$ cat config.mk
export PLATFORM = sky130hd
export DESIGN_NAME = dkong_obj_dma
export DESIGN_NICKNAME = d
export VERILOG_FILES = /design/src/rtl/dkong_obj_dma.sv
export SDC_FILE = /design/constraint.sdc
export NUM_CORES = 1
export LEC_CHECK = 0
export CAP_MARGIN = 0
export CORE_UTILIZATION = 55
export CTS_BUF_LIST = sky130_fd_sc_hd__clkbuf_4 sky130_fd_sc_hd__clkbuf_8
export CTS_CLUSTER_DIAMETER = 120
export DETAILED_ROUTE_END_ITERATION = 8
export PLACE_DENSITY = 0.91
export SETUP_SLACK_MARGIN = 0.4
export SLEW_MARGIN = 10
export SYNTH_ARGS = -nofsm -noshare
export SYNTH_HDL_FRONTEND = slang
export SYNTH_SLANG_ARGS = --single-unit
$ cat constraint.sdc
create_clock -name clk -period 2.6 [get_ports clk]
set_input_delay 0.52 -clock clk [delete_from_list [all_inputs] [get_ports clk]]
set_output_delay 0.52 -clock clk [all_outputs]
set_load 0.02 [all_outputs]
$ cat src/rtl/dkong_obj_dma.sv
// Vblank-synchronised sprite-table DMA: copies LEN bytes from Z80 work RAM into object RAM.
// Define OBJ_DMA_AUTO_EN to keep the block armed after the first arm_wr (one transfer every frame).
module dkong_obj_dma #(
  parameter int          LEN      = 384,
  parameter int          RD_WAIT  = 2,
  parameter logic [9:0]  OBJ_BASE = 10'h000
) (
  input  logic        clk,
  input  logic        rst_n,
  input  logic        arm_wr,
  input  logic [15:0] arm_src,
  input  logic        vblk,
  output logic        busrq_n,
  input  logic        busak_n,
  output logic [15:0] mem_addr,
  output logic        mem_rdn,
  input  logic [7:0]  mem_data,
  output logic [9:0]  obj_addr,
  output logic [7:0]  obj_data,
  output logic        obj_we,
  input  logic        vram_busy,
  output logic        dma_active,
  output logic        done
);

  localparam int             WW        = (RD_WAIT > 1) ? $clog2(RD_WAIT) : 1;
  localparam logic [WW-1:0]  WAIT_LAST = WW'(RD_WAIT - 1);
  localparam logic [9:0]     LAST      = 10'(LEN - 1);

  typedef enum logic [2:0] {S_IDLE, S_REQ, S_RD, S_WR, S_REL} state_t;

  state_t          state;
  logic [15:0]     src;
  logic            armed;
  logic            vblk_q;
  logic [9:0]      count;
  logic [WW-1:0]   wait_cnt;
  logic            vblk_rise;
  logic            start;

  assign vblk_rise = vblk & ~vblk_q;
  // An arm_wr landing in the same cycle as the vblank edge still counts.
  assign start     = vblk_rise & (armed | arm_wr);

  // The object-RAM port is writable in the very cycle vram_busy is low, so the
  // write strobe is gated combinationally; address and data are already registered.
  assign obj_we = (state == S_WR) & ~vram_busy;

  // NOTE: every state register below uses <= so all of them update from the
  // same pre-edge values; a blocking = here would create ordering races.
  always_ff @(posedge clk or negedge rst_n) begin
    if (!rst_n) begin
      state      <= S_IDLE;
      src        <= '0;
      armed      <= 1'b0;
      vblk_q     <= 1'b0;
      count      <= '0;
      wait_cnt   <= '0;
      busrq_n    <= 1'b1;
      mem_addr   <= '0;
      mem_rdn    <= 1'b1;
      obj_addr   <= OBJ_BASE;
      obj_data   <= '0;
      dma_active <= 1'b0;
      done       <= 1'b0;
    end else begin
      vblk_q <= vblk;
      done   <= 1'b0;

      if (arm_wr) begin
        src   <= arm_src;
        armed <= 1'b1;
      end

      case (state)
        S_IDLE: begin
          if (start) begin
            state      <= S_REQ;
            busrq_n    <= 1'b0;
            dma_active <= 1'b1;
`ifndef OBJ_DMA_AUTO_EN
            armed      <= 1'b0;
`endif
          end
        end

        S_REQ: begin
          if (!busak_n) begin
            state    <= S_RD;
            mem_addr <= src;
            count    <= '0;
            wait_cnt <= '0;
            mem_rdn  <= 1'b0;
          end
        end

        S_RD: begin
          if (wait_cnt == WAIT_LAST) begin
            state    <= S_WR;
            obj_data <= mem_data;
            obj_addr <= OBJ_BASE + count;
            mem_rdn  <= 1'b1;
          end else begin
            wait_cnt <= wait_cnt + 1'b1;
          end
        end

        S_WR: begin
          if (!vram_busy) begin
            count    <= count + 1'b1;
            mem_addr <= mem_addr + 16'd1;
            if (count == LAST) begin
              state   <= S_REL;
              busrq_n <= 1'b1;
              done    <= 1'b1;
            end else begin
              state    <= S_RD;
              wait_cnt <= '0;
              mem_rdn  <= 1'b0;
            end
          end
        end

        S_REL: begin
          state      <= S_IDLE;
          dma_active <= 1'b0;
        end

        default: state <= S_IDLE;
      endcase
    end
  end

endmodule

# Yosys cells after proc, flatten, opt, wreduce, memory -nomap -nowiden
# Cells that the tools add are included.
# totals
ff_bits,70
out_inout_bits,39
latch_bits,0
wordCells,76
mem_count,0
ram_bits,0
rom_bits,0
# op_classes
mul,0
shift,0
muxes,31
bitwise_logic,6
reduce_logical,12
add_sub_neg,3
div,0
n_eq_ne,11
order_cmp,0
# op_table
operator,count
2-to-1 mux 16 bit,2
case mux 16 bit (2 select lines),1
2-to-1 mux 10 bit,2
case mux 10 bit (2 select lines),1
adder 16 x 1 -> 16 bit (second input constant),1
2-to-1 mux 1 bit,15
2-to-1 mux 3 bit,5
case mux 3 bit (4 select lines),1
AND reduction 4 bit,3
adder 10 x 1 -> 10 bit (second input constant),1
equality test 10 x 9 -> 1 bit (second input constant),1
inequality test 2 bit (second input constant),5
equality test 3 x 2 -> 1 bit (second input constant),2
case mux 1 bit (3 select lines),2
nonzero test 2 bit,3
AND reduction 5 bit,1
case mux 1 bit (2 select lines),2
AND reduction 2 bit,2
AND 1 bit,3
equality test 3 x 1 -> 1 bit (second input constant),1
equality test 3 bit (second input constant),1
logical NOT 3 bit,1
AND reduction 3 bit,1
nonzero test 3 bit,1
4 further kinds,5

# Longest topological paths before layout
# logic_depth
ltp_word,5
mapped_depth,6

# Worst setup path after synthesis
# No wires, ideal clock.
# synth_path
kind,register to register
start,register state[2]
end,register count[7]
period_less_slack_ps,1687
setup_ps,120
stages_incl_launch_ff,6
n_path_buf,1
slack_ps,913
arrival_time_ps,1567
path_cell_list,dfrtp_1 buf_2 or4b_2 nand2_1 a21oi_1 a31o_2
# synth_between
elab_chain_len,3
word_cells_on_any_way,7
cone_classes,eq/ne: 4; mux: 1; reduce/logical: 2
# synth_lines
item,line,rtl
from (decl),32,state_t state;
from (signal assigned),53,state <= S_IDLE;
from (signal assigned),78,state <= S_REQ;
from (signal assigned),89,state <= S_RD;
equality test 3 x 2 -> 1 bit / equality test 3 x 1 -> 1 bit (equally long branches),75,case (state)
inequality test 2 bit (no source line) / nonzero test 2 bit (equally long branches),--,
AND reduction 3 bit (no source line),--,
to (signal assigned),110,count <= count + 1'b1;
to (decl),36,logic [9:0] count;
# Several ways; a longest one is shown, not always the timed one.
# A chain may end at the register's enable or synchronous reset.

# Worst setup path after layout
# layout_path
start,input busak_n
end,register mem_addr[15]
# layout_between
elab_chain_len,2
# layout_lines
item,line,rtl
from (decl),14,"input logic busak_n,"
inequality test 2 bit (no source line),--,
AND reduction 3 bit (no source line),--,
to (signal assigned),90,mem_addr <= src;
to (signal assigned),111,mem_addr <= mem_addr + 16'd1;
to (decl),15,"output logic [15:0] mem_addr,"
# No other way between the ends.

==> qor.txt <==
drt pass-1 iters: 6
leak pwr: 1.779 nW
Area contributors post-synth: dfrtp_1, mux2_2, a21oi_1, nor2_1, nand2_1
DRC violations left: 0
hold buffer count at CTS: 0
GRT Util Overall: 0.2799
routed via count: 2877
most numerous cell in the Yosys netlist: dfrtp_1
number of synthesized register bits: 70
Yosys top cell by area: dfrtp_1
Area growth syn-to-layout: 31.62%
register area share after synthesis: 0.5407
Nets: 405
Syn Area/Cell: 11.07 sq um
Die X: 78.81 microns
Synth Flop Type: dfrtp_1
clock tree from TritonCTS: built
clk root buf: clkbuf_8
crit path max fanout: 7
placed insts: 430
CTS HTree Levels: 3
Final Hold Vio Count: 0
Initial Util: 0.5785
delay-heaviest family, CP: simple AND/OR/NAND/NOR gates
final setup fails: 0
Inserted Diodes: 0
CP max stage cell: or4_1
Iteration-0 DRC Markers: 407
asr flop ratio synth: 1.000
final setup skew: 0.005629 ns
DP Worst Slack: 0.1141 ns
Max Cap Viol: 0
IO Port Bufs: 68
Num CTS Buffers: 9
routed len/inst: 17.78 microns
EDFF count, synth: 0
synthesized cell area: 0.003244 sq mm
period utilisation layout: 0.8354
Yosys cell types: 48
CP Capture Type: register
TritonCTS Sinks: 70
post-layout instance area: 0.004270 sq mm
Slew headroom: 0.6045
number of cells produced by synthesis: 293
DP Area: 0.004046 sq mm
# rows: 27
CP bufs+invs: 1
total grt overflow: 0
setup TNS: 0 ns
GP Congestion: 0.8669
die height: 78.81 microns
drt total wl: 8.003 mm
CP max stage delay: 0.55 ns
commonest cells in the netlist: dfrtp_1, mux2_2, nor2_1
share of cells above drive strength 1: 0.2063
CP arrival: 2.42 ns
fmax: 0.4604 GHz
Startpoint Class: primary input
worst slew pin tran: 0.5915 ns
Core Footprint: 0.005608 sq mm
post-synth top area share: 0.5245
worst hold path type: primary input to async pin
outcome: finished clean
total I/O pin count: 69
VDD IR max: 675.3 uV
post-route antenna net violation count: 0
Synth warnings: 0
FILL cells: 389
vias in the first global route: 2647
Finished Layout Cells: 450
Setup WS post-layout: 0.4281 ns
largest net degree at the start of global routing: 47
data required time of the critical path: 2.85 ns
Tmin final: 2.172 ns
Setup CP Type: primary input to register
Max clock buf depth: 2
PD cells: 1086 mW/mm^2
dpl hpwl: 5.582 mm
syn nets: 325
DR vias/cell: 6.393
Worst-path clk slew: 0.07 ns
clk_lat worst skew: 0.34 ns
global-route wire length before repair: 13.15 mm
Die ar.: 0.006210 sq mm
initial antenna violation count: 0
RSZ-0062 raised after global routing: true
max-slew violation count: 0
crit-path cells: clkdlybuf4s50_1, mux2i_2, nand2_2, or4_1, a211oi_1
registers in the layout, summed over array words and instances (netlist names):
signal,cells
obj_data,8
vblk_q,1
count,10
armed,1
wait_cnt,1
mem_rdn,1
src,16
obj_addr,10
busrq_n,1
mem_addr,16
dma_active,1
done,1
state,3
kinds of logic (layout without fill, tap and decap cells):
kind of cell	Yosys count	in the layout	synth area share
xor gates and xnor gates	4	4	0.01080
adders and majority gates	2	2	0.007712
AOI/OAI and AO/OA	64	64	0.1280
buffers and inverters	18	103	0.02391
muxes	37	37	0.1288
DFF	70	70	0.5407
and+or+nand+nor	98	98	0.1600
worst register-to-register path, delay by kind of cell (launching register included):
family             cells  cell delay [ns]
and+or+nand+nor        3             1.05
AOI/OAI and AO/OA      1             0.28
DFF                    1             0.63
layout make-up:
class,count,area [sq um],area share
multi-input cells,205,1413,0.3308
inverters,3,11.26,0.002637
clock buffers,10,131.4,0.03076
clock inverters,6,62.56,0.01465
flip-flops and latches,70,1754,0.4108
repair buffers,84,808.3,0.1893
well taps,72,90.09,0.02110
layer usage:
metal	share of wire	routed length, microns	track usage	vias up
met1	0.41	3296	0.3931	1371
met3	0.085	680	0.04828	31
met2	0.48	3809	0.4183	221
met4	0.027	216	0.1444	0
met5	0	0	0	-
li1	-	-	-	1254
final timing paths:
check                                     start  slack [ns]                       end  cells after the start
max                                     busak_n        0.43  mem_addr[15]$_DFFE_PN0P_                      5
min                                       rst_n        0.17        src[3]$_DFFE_PN0P_                      1
max reg2reg                state[0]$_DFFE_PN0P_        0.55  mem_addr[15]$_DFFE_PN0P_                      4
min reg2reg                 busrq_n$_DFFE_PN1P_        0.50       busrq_n$_DFFE_PN1P_                      2
max in group asynchronous                 rst_n        1.74       mem_rdn$_DFFE_PN1P_                      2
min in group clk            busrq_n$_DFFE_PN1P_        0.50       busrq_n$_DFFE_PN1P_                      2
report_power, final:
group / internal (mW) / switching, mW / total, mW / leakage [nW]
Clock: 0.450 / 0.415 / 0.865 / 0.0917
Sequential: 1.41 / 0.342 / 1.75 / 0.816
Combinational: 0.976 / 1.04 / 2.02 / 0.871
metrics by stage:
step / total power [mW] / hold slack (ns) / utilization
after floorplan: 2.873 / 0.2244 / -
after global placement: 3.590 / 0.4816 / 0.7216
after detailed placement: 3.697 / 0.4797 / 0.7216
after CTS: 4.564 / 0.1843 / 0.7559
after global routing: 4.890 / 0.2013 / 0.7615
final: 4.638 / 0.1746 / 0.7615
what timing repair did:
| action | in CTS | in global routing |
|---|---|---|
| resized for setup | 1 | 1 |
| endpoints found under the setup margin | 1 | 3 |
| setup buffers | 0 | 4 |
cells in the final DEF (no fill, tap or decap), drive strengths merged, types with 2 or more instances in the layout:
cell,instances
clkinv,2
a22o,2
inv,3
and2,2
a2bb2oi,2
nand4,3
clkbuf,10
ha,2
nand3,12
nor2,26
clkinvlp,3
o21a,2
or4,2
mux2i,2
nand2,19
and3,10
buf,17
nand2b,3
or3b,2
xnor2,4
a221oi,2
o31ai,5
a311oi,6
nor3,4
nor4,6
o22ai,3
nor4b,2
o21ai,9
mux2,35
dfstp,2
a31o,2
a31oi,3
dfrtp,68
a21oi,23
clkdlybuf4s50,66
Note: power is estimated with default switching activity, not from simulation.
